`src/rtl/gpio_irq_pio_pkg.sv`:
```
// Shared register map and reset constants for the gpio_irq_pio block.
package gpio_irq_pio_pkg;

  localparam logic [2:0] ADDR_DATA     = 3'd0;
  localparam logic [2:0] ADDR_DIR      = 3'd1;
  localparam logic [2:0] ADDR_IRQ_MASK = 3'd2;
  localparam logic [2:0] ADDR_EDGE_CAP = 3'd3;
  localparam logic [2:0] ADDR_OUTSET   = 3'd4;
  localparam logic [2:0] ADDR_OUTCLR   = 3'd5;
  localparam logic [2:0] ADDR_RISE_EN  = 3'd6;
  localparam logic [2:0] ADDR_FALL_EN  = 3'd7;

  // Falling-edge capture on every pin out of reset.
  localparam logic [31:0] FALL_EN_RST = 32'hFFFF_FFFF;

endpackage

```
`src/rtl/gpio_debounce.sv`:
```
// One-channel debouncer: the output follows the input only after it has
// disagreed with the held value for DEBOUNCE_CYCLES consecutive cycles.
module gpio_debounce #(
  parameter int DEBOUNCE_CYCLES = 16
) (
  input  logic clk,
  input  logic reset_n,
  input  logic din,
  output logic dout
);

  localparam logic [15:0] RELOAD = 16'(DEBOUNCE_CYCLES - 1);

  logic [15:0] cnt;
  logic        stable;

  // Down-counter reloads on any agreement, so a broken mismatch run restarts.
  always_ff @(posedge clk or negedge reset_n) begin
    if (!reset_n) begin
      cnt    <= '0;
      stable <= 1'b0;
    end else if (din == stable) begin
      cnt <= RELOAD;
    end else if (cnt == 16'd0) begin
      stable <= din;
      cnt    <= RELOAD;
    end else begin
      cnt <= cnt - 16'd1;
    end
  end

  assign dout = stable;

endmodule

```
`src/rtl/gpio_irq_pio.sv`:
```
// GPIO with output set/clear, per-pin direction and edge-capture interrupt.
// Optional per-pin debounce is built when GPIO_IRQ_PIO_DEBOUNCE_EN is defined.
module gpio_irq_pio
  import gpio_irq_pio_pkg::*;
#(
  parameter int WIDTH           = 32,
  parameter int SYNC_STAGES     = 2,
  parameter int DEBOUNCE_CYCLES = 16
) (
  input  logic             clk,
  input  logic             reset_n,
  input  logic [2:0]       address,
  input  logic             chipselect,
  input  logic             write_n,
  input  logic [31:0]      writedata,
  output logic [31:0]      readdata,
  input  logic [WIDTH-1:0] in_port,
  output logic [WIDTH-1:0] out_port,
  output logic [WIDTH-1:0] out_en,
  output logic             irq
);

  localparam logic [2:0] SUP_MAX = 3'(SYNC_STAGES + 1);

  if (WIDTH < 1 || WIDTH > 32 || SYNC_STAGES < 2 || SYNC_STAGES > 4 ||
      DEBOUNCE_CYCLES < 2 || DEBOUNCE_CYCLES > 65535) begin : g_param_err
    $error("gpio_irq_pio: parameter out of legal range");
  end

  logic [WIDTH-1:0] sync_q [SYNC_STAGES];
  logic [WIDTH-1:0] cond;
  logic [WIDTH-1:0] prev;
  logic [WIDTH-1:0] edge_hit;
  logic [WIDTH-1:0] wr_bits;
  logic [WIDTH-1:0] cap_clr;
  logic [WIDTH-1:0] data_q;
  logic [WIDTH-1:0] dir_q;
  logic [WIDTH-1:0] mask_q;
  logic [WIDTH-1:0] cap_q;
  logic [WIDTH-1:0] rise_q;
  logic [WIDTH-1:0] fall_q;
  logic [2:0]       sup_cnt;
  logic             det_en;
  logic             wr_en;
  logic [31:0]      rd_next;

  assign wr_en   = chipselect & ~write_n;
  assign wr_bits = writedata[WIDTH-1:0];

  always_ff @(posedge clk or negedge reset_n) begin
    if (!reset_n) begin
      for (int k = 0; k < SYNC_STAGES; k++) sync_q[k] <= '0;
    end else begin
      sync_q[0] <= in_port;
      for (int k = 1; k < SYNC_STAGES; k++) sync_q[k] <= sync_q[k-1];
    end
  end

`ifdef GPIO_IRQ_PIO_DEBOUNCE_EN
  for (genvar i = 0; i < WIDTH; i++) begin : g_db
    gpio_debounce #(
      .DEBOUNCE_CYCLES(DEBOUNCE_CYCLES)
    ) u_db (
      .clk     (clk),
      .reset_n (reset_n),
      .din     (sync_q[SYNC_STAGES-1][i]),
      .dout    (cond[i])
    );
  end
`else
  assign cond = sync_q[SYNC_STAGES-1];
`endif

  // Hold off detection while the reset zeros flush out of the synchroniser.
  always_ff @(posedge clk or negedge reset_n) begin
    if (!reset_n) begin
      sup_cnt <= '0;
    end else if (sup_cnt != SUP_MAX) begin
      sup_cnt <= sup_cnt + 3'd1;
    end
  end

  assign det_en = (sup_cnt == SUP_MAX);

  always_ff @(posedge clk or negedge reset_n) begin
    if (!reset_n) prev <= '0;
    else          prev <= cond;
  end

  assign edge_hit = det_en ? ((rise_q & cond & ~prev) | (fall_q & ~cond & prev))
                           : '0;

  always_ff @(posedge clk or negedge reset_n) begin
    if (!reset_n) begin
      data_q <= '0;
      dir_q  <= '0;
      mask_q <= '0;
      rise_q <= '0;
      fall_q <= FALL_EN_RST[WIDTH-1:0];
    end else if (wr_en) begin
      case (address)
        ADDR_DATA:     data_q <= wr_bits;
        ADDR_DIR:      dir_q  <= wr_bits;
        ADDR_IRQ_MASK: mask_q <= wr_bits;
        ADDR_OUTSET:   data_q <= data_q | wr_bits;
        ADDR_OUTCLR:   data_q <= data_q & ~wr_bits;
        ADDR_RISE_EN:  rise_q <= wr_bits;
        ADDR_FALL_EN:  fall_q <= wr_bits;
        default: ;
      endcase
    end
  end

  assign cap_clr = (wr_en && address == ADDR_EDGE_CAP) ? wr_bits : '0;

  // A new edge is ORed in after the clear so it survives a same-cycle W1C.
  always_ff @(posedge clk or negedge reset_n) begin
    if (!reset_n) cap_q <= '0;
    else          cap_q <= (cap_q & ~cap_clr) | edge_hit;
  end

  always_ff @(posedge clk or negedge reset_n) begin
    if (!reset_n) irq <= 1'b0;
    else          irq <= |(cap_q & mask_q);
  end

  always_comb begin
    rd_next = '0;
    case (address)
      ADDR_DATA:     rd_next[WIDTH-1:0] = cond;
      ADDR_DIR:      rd_next[WIDTH-1:0] = dir_q;
      ADDR_IRQ_MASK: rd_next[WIDTH-1:0] = mask_q;
      ADDR_EDGE_CAP: rd_next[WIDTH-1:0] = cap_q;
      ADDR_OUTSET:   rd_next[WIDTH-1:0] = data_q;
      ADDR_OUTCLR:   rd_next[WIDTH-1:0] = data_q;
      ADDR_RISE_EN:  rd_next[WIDTH-1:0] = rise_q;
      ADDR_FALL_EN:  rd_next[WIDTH-1:0] = fall_q;
      default:       rd_next = '0;
    endcase
  end

  always_ff @(posedge clk or negedge reset_n) begin
    if (!reset_n) readdata <= '0;
    else          readdata <= rd_next;
  end

  assign out_port = data_q;
  assign out_en   = dir_q;

endmodule

```
`config.mk`:
```
export PLATFORM = sky130hd
export DESIGN_NAME = gpio_irq_pio
export DESIGN_NICKNAME = d
export VERILOG_FILES = /design/src/rtl/gpio_irq_pio_pkg.sv /design/src/rtl/gpio_debounce.sv /design/src/rtl/gpio_irq_pio.sv
export SDC_FILE = /design/constraint.sdc
export NUM_CORES = 1
export LEC_CHECK = 0
export CAP_MARGIN = 20
export CORE_MARGIN = 4
export CORE_UTILIZATION = 60
export CTS_CLUSTER_DIAMETER = 60
export DETAILED_ROUTE_END_ITERATION = 7
export PLACE_DENSITY_LB_ADDON = 0.1
export SETUP_SLACK_MARGIN = 0.1
export SKIP_CTS_REPAIR_TIMING = 1
export SLEW_MARGIN = 10
export SYNTH_ARGS = -nofsm -noshare
export SYNTH_HDL_FRONTEND = slang
export SYNTH_SLANG_ARGS = --single-unit
```
`constraint.sdc`:
```
create_clock -name clk -period 3.2 [get_ports clk]
set_input_delay 0.32 -clock clk [delete_from_list [all_inputs] [get_ports clk]]
set_output_delay 0.32 -clock clk [all_outputs]
set_load 0.05 [all_outputs]
```
==> results of run 1 <==
## area by class of cell
type                    instances  area, um2
well taps                     280      350.3
fillers                      1439       5373
flip-flops and latches        324       8148
multi-input cells             619       5020
clock buffers                  55       1084
clock inverters                 8      96.34
inverters                      33      123.9
repair buffers                191       1899
## how the worst max path moves through the flow
| stage | cells past startpoint | slack (ns) | from | endpoint |
|---|---|---|---|---|
| global route | 1 | 1.04 | out_port[20]$_DFFE_PN0P_ | out_port[20] |
| global placement | 4 | 0.90 | address[0] | readdata[21]$_DFF_PN0_ |
| floorplan | 6 | 1.63 | write_n | rise_q[10]$_DFFE_PN0P_ |
| CTS | 1 | 1.07 | out_port[20]$_DFFE_PN0P_ | out_port[20] |
| detailed placement | 4 | 0.83 | address[0] | readdata[5]$_DFF_PN0_ |
| finish | 1 | 1.06 | out_port[20]$_DFFE_PN0P_ | out_port[20] |
## placed cells by master, fill, tap and decap left out, drive strengths merged, types with 33 or more instances in the layout
| master | instances |
|---|---|
| nand2 | 38 |
| clkdlybuf4s50 | 163 |
| dfrtp | 292 |
| nor2b | 34 |
| mux2 | 129 |
| inv | 34 |
| nand3 | 33 |
| o21ai | 64 |
| clkbuf | 55 |
| mux2i | 64 |
## where the power goes
part	switching, mW	total (mW)	internal (mW)
Combinational	1.61	2.71	1.10
Sequential	0.511	5.31	4.79
Clock	1.59	4.08	2.49
Total	3.72	12.1	8.38
## kinds of logic (layout without fill, tap and decap cells)
kind of cell,Yosys count,count (layout),share of synthesized area [%]
AOI/OAI and AO/OA,272,272,14.76
xor gates and xnor gates,1,1,0.06430
adders and majority gates,2,2,0.1836
buffers and inverters,105,287,3.536
DFF,324,324,59.80
muxes,193,193,15.36
and+or+nand+nor,151,151,6.291
## flip-flops by register name, indices dropped and copies added, names as in the netlist
name / flops
irq: 1
sup_cnt: 3
out_en: 32
mask_q: 32
out_port: 32
rise_q: 32
cond: 32
sync_q: 32
fall_q: 32
readdata: 32
prev: 32
cap_q: 32
## routing by layer
layer	routed length, um	track usage [%]	vias to the layer above
li1	-	-	4200
met1	15470	40.71	5001
met2	16300	43.25	376
met3	2246	4.431	80
met4	948	8.692	0
met5	0	0	-
## synth_stat cells (2+ instances only)
cell	instances	area [um2]
a22o_1	32	280.3
dfrtp_1	292	7307
nor2b_1	34	212.7
a22oi_1	16	120.1
mux2_1	107	1205
clkbuf_1	27	101.4
dfstp_2	32	840.8
o21ai_0	63	315.3
inv_1	33	123.9
nand2_1	38	142.6
mux2_2	22	247.7
and3b_1	2	17.52
a21oi_1	31	155.2
nand3_1	33	165.2
a32o_1	31	310.3
nand3b_1	31	232.7
ha_1	2	25.02
buf_1	9	33.78
buf_6	6	67.56
a221oi_1	31	271.5
nor3b_1	2	15.01
mux2i_1	64	640.6
o22a_1	31	271.5
buf_2	28	140.1
nand4_1	5	31.28
buf_4	2	15.01
o21bai_1	31	232.7
## per-stage QoR
step                      instances  setup WS (ns)  hold WS (ns)
final                          1510          1.060        0.2454
after global routing           1510          1.040        0.2335
after CTS                      1509          1.068       -0.1826
after detailed placement       1446         0.8313        0.3347
after global placement         1446         0.8983        0.3327
after floorplan                1048          1.628       0.02441
==> flow_metrics.env, run 1 <==
export IMPL_status="complete, no violations"
export IMPL_htree_num_levels=2
export IMPL_async_flop_share_pct=100.0
export IMPL_dp_hpwl_um=21930
export IMPL_fin_nets=1277
export IMPL_drcViolationCount=0
export IMPL_grt_max_degree=87
export IMPL_vias=9657
export IMPL_die_y_um=158.7
export IMPL_grt_usage_pct=27.79
export IMPL_start_util_pct=61.67
export IMPL_netlist_area_um2=13620
export IMPL_crit_chain="clkdlybuf4s50_1"
export IMPL_grt_pass1_wl_um=54350
export IMPL_crit_family="buffers and inverters"
export IMPL_start_kind="register"
export IMPL_avgSynthCellArea_um2=13.00
export IMPL_clock_sinks=324
export IMPL_die_area_um2=25180
export IMPL_crit_buf_inv=1
export IMPL_rsz0062_at_grt="no"
export IMPL_ys_flop_type="dfrtp_1"
export IMPL_hp_class="input pin to register"
export IMPL_drive_above_1_share_pct=11.87
export IMPL_crit_type="register to output pin"
export IMPL_rr_startpoint="sup_cnt[0]$_DFFE_PN0N_"
export IMPL_clockBufferDepth=3
export IMPL_clkLatencyLatePin_ns=0.51
export IMPL_min_from="in_port[11]"
export IMPL_slowest_delay_ns=0.85
export IMPL_detail_route_antenna_nets=0
export IMPL_netlist_instances=1048
export IMPL_drt_first_pass_iters=5
export IMPL_drt_wl_total_um=34970
export IMPL_row_count=54
export IMPL_antennaDiodeCount=0
export IMPL_crit_slowest_cell="clkdlybuf4s50_1"
export IMPL_area_growth_pct=22.73
export IMPL_min_path_cells=1
export IMPL_finalSetupViolCount=0
export IMPL_clk_pin_slew_ns=0.06
export IMPL_cap_violations=0
export IMPL_dpl_cell_area_um2=15530
export IMPL_final_setup_skew_ns=0.01279
export IMPL_antenna_found_initial=0
export IMPL_cts_tree="yes"
export IMPL_design_area_um2=16720
export IMPL_ys_warnings_count=0
export IMPL_finalCritPeriodShare_pct=66.89
export IMPL_die_width_um=158.7
export IMPL_pwr_density_cell_nw_per_um2=723.6
export IMPL_fin_util_pct=75.68
export IMPL_core_area_um2=22090
export IMPL_overflow=0
export IMPL_setup_tns_ns=0
export IMPL_ios=168
export IMPL_root_buffer="clkbuf_16"
export IMPL_post_drt_wl_per_cell_um=23.16
export IMPL_irDropWorstVdd_uv=494.0
export IMPL_synth_edf_count=0
export IMPL_finalMaxSlewViolations=0
export IMPL_worstPathArrival_ns=1.82
export IMPL_synth_cell_types=40
export IMPL_worst_pin_slew_ns=1.181
export IMPL_finalHoldViolations=0
export IMPL_regToRegEndpoint="sup_cnt[1]$_DFFE_PN0N_"
export IMPL_viasPerCell=6.395
export IMPL_syn_nets=1121
export IMPL_required_ns=2.88
export IMPL_cts_buffers=35
export IMPL_drt_iter0_markers=706
export IMPL_gp_routability_congestion=0.8620
export IMPL_power_leakage_nw=7.171
export IMPL_portBuffers=167
export IMPL_min_period_ns=2.140
export IMPL_ys_seq_area_share_pct=59.80
export IMPL_grt_pass1_vias=9692
export IMPL_crit_fanout=4
export IMPL_crit_path_end_kind="output pin"
export IMPL_p_total_mw=12.10
export IMPL_r2r_slack_ns=1.36
export IMPL_synth_seq_cells=324
export IMPL_maxSlewHeadroom_pct=21.10
export IMPL_fmax_mhz=467.2
export IMPL_whs_endpoint="sync_q[43]$_DFF_PN0_"
export IMPL_r2r_cells=3
No activity file was read; power rests on OpenSTA's default activity.
==> run 2: changes to the inputs <==
--- a/config.mk
+++ b/config.mk
@@ -7,7 +7,7 @@
 export LEC_CHECK = 0
 export CAP_MARGIN = 20
 export CORE_MARGIN = 4
-export CORE_UTILIZATION = 60
+export CORE_UTILIZATION = 50
 export CTS_CLUSTER_DIAMETER = 60
 export DETAILED_ROUTE_END_ITERATION = 7
 export PLACE_DENSITY_LB_ADDON = 0.1
==> constraint.sdc (replaced) <==
create_clock -name clk -period 1.7 [get_ports clk]
set_input_delay 0.17 -clock clk [delete_from_list [all_inputs] [get_ports clk]]
set_output_delay 0.17 -clock clk [all_outputs]
set_load 0.05 [all_outputs]
==> run 2 against run 1 <==
Total power is 92% higher; sequential power is 88% higher; sequential share of layout area is 0.90 points lower; wire length is 0.19% higher; flip-flop and latch count stayed put.
==> flow_metrics.env, run 2 (synthesis results as in run 1) <==
export IMPL_crit_slowest_cell="or4_4"
export IMPL_drt_first_pass_iters=7
export IMPL_detail_route_antenna_nets=0
export IMPL_htree_num_levels=2
export IMPL_r2r_cells=3
export IMPL_fmax_mhz=631.7
export IMPL_grt_pass1_vias=9637
export IMPL_gp_routability_congestion=0.8242
export IMPL_pwr_density_cell_nw_per_um2=1360
export IMPL_irDropWorstVdd_uv=744.4
export IMPL_fin_hold_ws_ns=0.09992
export IMPL_fin_util_pct=63.38
export IMPL_final_setup_skew_ns=0.01315
export IMPL_die_width_um=173.1
export IMPL_clockBufferDepth=3
export IMPL_grt_max_degree=101
export IMPL_portBuffers=167
export IMPL_crit_chain="a22oi_1 -> nand4_1 -> or4_4"
export IMPL_crit_type="register to register"
export IMPL_worst_pin_slew_ns=0.5092
export IMPL_drt_wl_total_um=35030
export IMPL_slowest_delay_ns=0.57
export IMPL_path_depth=3
export IMPL_min_path_cells=1
export IMPL_cap_violations=0
export IMPL_crit_fanout=3
export IMPL_multi_input_area_um2=5046
export IMPL_maxSlewHeadroom_pct=66.00
export IMPL_die_y_um=173.1
export IMPL_worstPathArrival_ns=1.95
export IMPL_status="complete, no violations"
export IMPL_start_util_pct=50.69
export IMPL_hp_class="input pin to register"
export IMPL_clock_sinks=324
export IMPL_overflow=0
export IMPL_min_period_ns=1.583
export IMPL_ios=168
export IMPL_vias=9358
export IMPL_fillers=2116
export IMPL_antennaDiodeCount=0
export IMPL_row_count=60
export IMPL_setup_tns_ns=0
export IMPL_clkLatencyLatePin_ns=0.51
export IMPL_post_drt_wl_per_cell_um=22.02
export IMPL_antenna_found_initial=0
export IMPL_grt_usage_pct=23.30
export IMPL_dp_hpwl_um=22750
export IMPL_finalSetupViolCount=0
export IMPL_layout_common_cells="dfrtp_1 (292), buf_4 (111), mux2_1 (107)"
export IMPL_drt_iter0_markers=861
export IMPL_cts_tree="yes"
export IMPL_layout_cells_non_filler=1591
export IMPL_drive_above_1_share_pct=20.40
export IMPL_clk_pin_slew_ns=0.06
export IMPL_dpl_cell_area_um2=15710
export IMPL_final_common_cell="dfrtp_1"
export IMPL_register_area_um2=8148
export IMPL_viasPerCell=5.882
export IMPL_dp_cells=1527
export IMPL_core_area_um2=26880
export IMPL_grt_pass1_wl_um=56240
export IMPL_rsz0062_at_grt="no"
export IMPL_start_kind="register"
export IMPL_drcViolationCount=0
export IMPL_power_leakage_nw=7.627
export IMPL_crit_path_end_kind="register"
export IMPL_design_area_um2=17040
export IMPL_die_area_um2=29950
export IMPL_crit_buf_inv=0
export IMPL_required_ns=2.06
export IMPL_finalMaxSlewViolations=0
export IMPL_root_buffer="clkbuf_16"
export IMPL_finalCritPeriodShare_pct=93.12
export IMPL_cts_buffers=36
export IMPL_crit_family="simple AND/OR/NAND/NOR gates"
export IMPL_area_growth_pct=25.03
export IMPL_finalHoldViolations=0
export IMPL_fin_nets=1298
==> run 2: cell types whose count changed in the layout (fill, tap and decap cells not counted), sizes merged <==
cell           delta
clkdlybuf4s50    -97
clkinvlp          -1
buf             +102
dlymetal6s2s     +15
inv               -1
clkinv            -1
bufinv            +3
==> run 2: worst reg2reg max path, stage by stage, from the launching register on <==
cell	delay (ns)
dfrtp_1	0.41
a22oi_1	0.33
nand4_1	0.14
or4_4	0.57
==> run 2: final cells by class <==
cell class / instances / area share (%)
clock inverters: 8 / 0.9695
repair buffers: 211 / 11.93
clock buffers: 55 / 6.419
flip-flops and latches: 324 / 47.83
inverters: 33 / 0.7271
multi-input cells: 619 / 29.62
well taps: 341 / 2.505
==> run 2: path summary, 6_finish.rpt <==
kind,slack (ns),to,start
max,0.12,irq$_DFF_PN0_,mask_q[27]$_DFFE_PN0P_
min,0.1,sync_q[53]$_DFF_PN0_,in_port[21]
max reg2reg,0.12,irq$_DFF_PN0_,mask_q[27]$_DFFE_PN0P_
min in group asynchronous,0.15,sync_q[59]$_DFF_PN0_,reset_n
max in group asynchronous,0.83,fall_q[0]$_DFFE_PN1P_,reset_n
min reg2reg,0.35,cond[5]$_DFF_PN0_,sync_q[37]$_DFF_PN0_
==> run 2: layer usage <==
layer  vias up  track usage [%]  routed length [um]
met3        41            3.476                1582
met2       250            38.39               16940
met4         0            4.689                 512
met1      4827            33.43               16000
li1       4240                -                   -
met5         -                0                   0
==> run 2: metrics by stage <==
step / power, mW / setup WS (ns)
global route: 24.19 / 0.08361
CTS: 23.39 / -0.1272
floorplan: 13.12 / 0.2474
detailed placement: 15.13 / -0.3213
finish: 23.18 / 0.1169
global placement: 15.03 / -0.2943
==> run 2: report_power, final <==
group | total (mW) | internal, mW | switching (mW)
Combinational | 5.04 | 2.01 | 3.03
Sequential | 9.98 | 9.02 | 0.953
Clock | 8.16 | 5.17 | 2.99
Total | 23.2 | 16.2 | 6.97
==> RTL change 1: new RTL, config.mk and constraints of run 1 <==
The output `readdata` loses its register stage (`readdata` becomes a continuous assignment).
--- a/src/rtl/gpio_irq_pio.sv
+++ b/src/rtl/gpio_irq_pio.sv
@@ -141,6 +141,3 @@
 
-  always_ff @(posedge clk or negedge reset_n) begin
-    if (!reset_n) readdata <= '0;
-    else          readdata <= rd_next;
-  end
+  assign readdata = rd_next;
 
Formal check against the unedited RTL: not equivalent (Yosys sat finds a counterexample within 4 cycles, from zero or initial values and one cycle with reset_n low).
==> RTL change 1 against run 1 <==
Fmax down 18%. Sequential cell count is 32 lower. Power shrank 4.6%. Sequential share of layout area shrank 3.5 points. Cell count fell by 0.79%. Synthesized area is 5.5% lower. Synthesized cell count is 1.9% lower. Critical path depth up 5. Final area fell by 2.9%. Setup slack worse by 0.46 ns. Combinational power rose by 13%. Routed wire length rose by 3.6%.
==> RTL change 1: results (changes against run 1) <==
STA
  – Setup TNS: 0 ns (unchanged)
  – Hold slack: 0.1932 ns (-0.05222 ns)
  – Worst-Margin Slew: 0.8346 ns (-0.3463 ns)
  – Final WS setup: 0.6015 ns (-0.4580 ns)
  – Clock Skews: 0.006834 ns (-0.005955 ns)

Min path
  – Worst hold path type: in -> reg
  – Hold_sp: in_port[23]

Critical path
  – CP max FO: 29 (+25)
  – Critical Path Source: address[2]
  – Crit path DAT: 2.28 ns (+0.46 ns)
  – Flop-to-flop setup slack: 1.49 ns (+0.13 ns)
  – Reg-to-Reg Start: cap_q[22]

CTS
  – CTS max path bufs: 3 (unchanged)
  – Number of buffers created by CTS: 30 (-14%)
  – Htree depth: 1 (-1)
  – Later-pin clock latency in the skew report: 0.56 ns (+0.05 ns)
  – Clock slew at reported path FFs: 0.06 ns (about the same)

Logic synthesis
  – Ys Warns: 0 (unchanged)
  – Top cells by area, synth: dfrtp_1 (51%), mux2_2 (9.0%), dfstp_2 (6.5%)
  – Most used DFF post-synth: dfrtp_1
  – Post-synth EDFFs: 0 (unchanged)
  – Most instantiated cells after synthesis: dfrtp_1 (260), mux2_2 (103), o21ai_0 (98), nand2_1 (64), clkbuf_1 (43)
  – Seq/Total Area, Yosys: 57.07% (-2.7 points)
  – Syn nets: 1101 (-1.8%)
  – Distinct cells, synth: 49 (+23%)

Global route
  – First-pass GRT wire length: 57750 um (+6.2%)
  – Vias in the first global route: 10266 (+5.9%)
  – GRT Overall Usage: 30.50% (+2.7 points)
  – Largest net degree at the start of global routing: 93 (+6.9%)
  – Antenna violations before repair: 0 (unchanged)

Route
  – Via Count: 9759 (+1.1%)
  – Detailed-route wire length: 36220 um (+3.6%)
  – Drt first pass iters: 5 (unchanged)
  – Starting DRT DRC Count: 968 (+37%)

Power and ir drop
  – LEAKAGE: 0.006923 uW (-3.5%)
  – Max IR drop VDD: 0.5265 mV (+6.6%)
  – Sw frac: 32.16% (+1.4 points)

Placement
  – Dpl ws: 0.6595 ns (-0.1718 ns)
  – Gpl congestion: 0.8595 (-0.29%)
  – Placed wire-length estimate: 23450 um (+6.9%)
  – Port Buf Inserts: 167 (unchanged)

Finish
  – Layout cells sized above 1: 26.74% (+15 points)
  – Nets@finish: 1272 (-0.39%)
  – # diodes: 0 (unchanged)

Floorplanning
  – FP Rows: 53 (-1.9%)

Status
  – Status: completed
## RTL change 1: cell count changes after synthesis, sizes merged, moves of 26 or more
cell | run 1 | this run
o21ai | 64 | 106
o22ai | 1 | 38
nor2b | 34 | 1
dfrtp | 292 | 260
a221oi | 31 | 0
a32o | 31 | 0
o21bai | 31 | 0
o22a | 31 | 0
inv | 33 | 5
nand2 | 38 | 64
## RTL change 1: cell families after synthesis
group | Yosys count | share of synthesized area [%]
mux | 193 | 18.42
fa+ha+maj | 2 | 0.1943
simple gates | 166 | 6.793
flops | 292 | 57.07
compound gates | 294 | 14.60
xor+xnor | 1 | 0.06804
buf+inv | 80 | 2.867
## RTL change 1: stage by stage
stage	cells	area, um2	util [%]
6_report	1498	16230	76.96
5_1_grt	1498	16230	76.96
4_1_cts	1497	16220	76.91
3_5_place_dp	1441	15180	71.99
3_3_place_gp	1441	15180	71.99
2_1_floorplan	1028	12870	-
## RTL change 1: power by group through the flow
| stage | logic (uW) | clock network [uW] | registers [uW] |
|---|---|---|---|
| after floorplan | 1320 | 0 | 5320 |
| after global placement | 2990 | 0 | 4860 |
| after detailed placement | 3040 | 0 | 4880 |
| after CTS | 3070 | 3650 | 4830 |
| after global routing | 3220 | 3820 | 4920 |
| final | 3060 | 3640 | 4840 |
## RTL change 1: worst max-delay path: stages
cell      delay (ns)
buf_2           0.58
nand2b_2        0.26
buf_4           0.35
o221ai_1        0.17
a31oi_1         0.37
buf_12          0.19
## RTL change 1: worst paths after layout
path	endpoint	depth (start not counted)
max in group asynchronous	fall_q[10]	3
setup / recovery	readdata[23]	6
hold reg to reg	cond[31]	0
hold / removal	sync_q[55]	1
setup reg to reg	irq	3
min in group asynchronous	sync_q[59]	2
## RTL change 1: layout make-up
| type | instances | area [um2] |
|---|---|---|
| tap | 275 | 344.1 |
| sequential | 292 | 7347 |
| clock inverter | 18 | 206.4 |
| inverter | 5 | 18.77 |
| clock buffer | 38 | 830.8 |
| multi-input combinational | 656 | 5181 |
| fill | 1365 | 4860 |
| timing repair buffer | 214 | 2300 |
## RTL change 1: routing by layer
| metal | GRT usage (%) | up-vias | wire length (um) |
|---|---|---|---|
| li1 | - | 4186 | - |
| met1 | 43.36 | 4976 | 14740 |
| met2 | 48.25 | 513 | 17390 |
| met3 | 4.421 | 84 | 2960 |
| met4 | 11.77 | 0 | 1131 |
| met5 | 0 | - | 0 |
==> RTL change 2: new RTL, flow settings as in run 1 <==
Without the edit above. Change the parameter `SYNC_STAGES` from 2 to 4.
--- a/src/rtl/gpio_irq_pio.sv
+++ b/src/rtl/gpio_irq_pio.sv
@@ -6,3 +6,3 @@
   parameter int WIDTH           = 32,
-  parameter int SYNC_STAGES     = 2,
+  parameter int SYNC_STAGES     = 4,
   parameter int DEBOUNCE_CYCLES = 16
Behaviour: not the same (a bounded check fails within 4 cycles, from zero or initial values and one cycle with reset_n low).
==> RTL change 2 against run 1 <==
Final area rose by 11%. Global-route usage down 1.4 points. Utilization shrank 1.6 points. Sequential share of layout area is 3.8 points higher. Power up 12%. Routed wire length increased by 5.0%. Clock skew down 0.0043 ns. Setup slack better by 0.024 ns. Synthesized area grew 12%. Register-to-register slack better by 0.09 ns. Synthesized cell count increased by 6.6%. Sequential cell count is 64 higher.
==> RTL change 2: results (changes against run 1) <==
STA
  – Worst-Margin Slew: 1.039 ns (-0.1425 ns)
  – Period utilisation layout: 66.14% (-0.75 points)
  – Clock Skews: 0.008461 ns (-0.004328 ns)

Global route
  – First-pass GRT wire length: 59020 um (+8.6%)
  – GRT Overall Usage: 26.38% (-1.4 points)
  – Largest net degree at the start of global routing: 80 (-8.0%)

Logic synthesis
  – Top cells by area, synth: dfrtp_1 (59%), mux2_1 (7.9%), dfstp_2 (5.5%)
  – Seq/Total Area, Yosys: 64.05% (+4.2 points)
  – Distinct cells, synth: 41 (+2.5%)
  – Most used DFF post-synth: dfrtp_1
  – Most instantiated cells after synthesis: dfrtp_1 (356), mux2_1 (107), mux2i_1 (63), o21ai_0 (59), nand2_1 (45)
  – Post-Syn Area per Cell: 13.63 um2 (+4.8%)
  – Synth top area share: 58.52% (+4.9 points)
  – Syn nets: 1190 (+6.2%)

Route
  – Routed wire length per instance: 22.45 um (-3.1%)
  – Starting DRT DRC Count: 826 (+17%)
  – Detailed-route wire length: 36730 um (+5.0%)
  – Via Count: 10058 (+4.2%)

Critical path
  – Flop-to-flop setup slack: 1.45 ns (+0.09 ns)
  – Crit path to: out_port[19]
  – Reg-to-Reg Start: sup_cnt[1]
  – Reg-to-Reg End: cap_q[6]
  – CP max FO: 4 (unchanged)
  – Critical Path Source: out_port[19]
  – Crit path DAT: 1.80 ns (-0.02 ns)
  – Worst Reg-to-Reg Cells: 4 (+1)

Finish
  – Largest register FFs: 96
  – Nets@finish: 1349 (+5.6%)
  – Most flop-heavy register: sync_q
  – Layout cells sized above 1: 11.72% (-0.15 points)
  – FILL cells: 1698 (+18%)
  – Final Util: 74.08% (-1.6 points)
  – # diodes: 0 (unchanged)

Placement
  – Dpl cell area: 0.01720 mm2 (+11%)
  – Placed insts: 1564 (+8.2%)
  – Placed wire-length estimate: 22660 um (+3.3%)
  – Gpl congestion: 0.7908 (-8.3%)
  – Dpl ws: 0.7042 ns (-0.1271 ns)

Power and ir drop
  – LEAKAGE: 0.007997 uW (+12%)
  – Max IR drop VDD: 0.4983 mV (+0.89%)
  – Switching power: 3978 uW (+7.0%)

CTS
  – Number of buffers created by CTS: 39 (+11%)
  – Clock slew at reported path FFs: 0.06 ns (about the same)

Status
  – Status: completed
==> RTL change 2: cells by family (layout without fill, tap and decap cells) <==
kind of cell	Yosys count	in the layout	synth area share [%]
adder cells (fa/ha/maj)	2	2	0.1644
XOR/XNOR	1	1	0.05755
buffers and inverters	105	294	3.164
AND/OR/NAND/NOR	157	157	5.672
AO/OA/AOI/OAI	273	273	13.28
multiplexers	191	191	13.61
flip-flops	388	388	64.05
==> RTL change 2: worst min path at each step <==
stage           startpoint           to  slack, ns  cells past startpoint
2_1_floorplan      reset_n     cap_q[0]       0.02                      0
3_3_place_gp       reset_n   sync_q[55]       0.33                      1
3_5_place_dp       reset_n   sync_q[87]       0.33                      1
4_1_cts            reset_n     cond[27]      -0.22                      1
5_1_grt        in_port[18]  sync_q[114]       0.22                      1
6_report       in_port[22]  sync_q[118]       0.23                      1
==> RTL change 2: layout make-up <==
cell class	instances	share of cell area (%)
Multi-Input combinational cell	624	27.05
Timing Repair Buffer	190	10.27
Clock inverter	7	0.4722
Clock buffer	64	6.753
Tap cell	330	2.226
Sequential cell	388	52.56
Inverter	33	0.6678
==> RTL change 2: metal layers <==
layer	vias to the layer above	part of all wire (%)	wire length, um	global-route usage (%)
met5	-	0	0	0
met4	0	2.6	957	7.692
met3	73	6.4	2333	4.627
met2	388	47	17220	40.96
met1	5197	44	16220	39.02
li1	4400	-	-	-
==> RTL change 2: power by group through the flow <==
| stage | registers [uW] | clock network [uW] | logic, uW |
|---|---|---|---|
| 6_report | 6170 | 4650 | 2730 |
| 5_1_grt | 6260 | 4940 | 2910 |
| 4_1_cts | 6170 | 4740 | 2750 |
| 3_5_place_dp | 6230 | 0 | 2730 |
| 3_3_place_gp | 6210 | 0 | 2670 |
| 2_1_floorplan | 6900 | 0 | 945 |
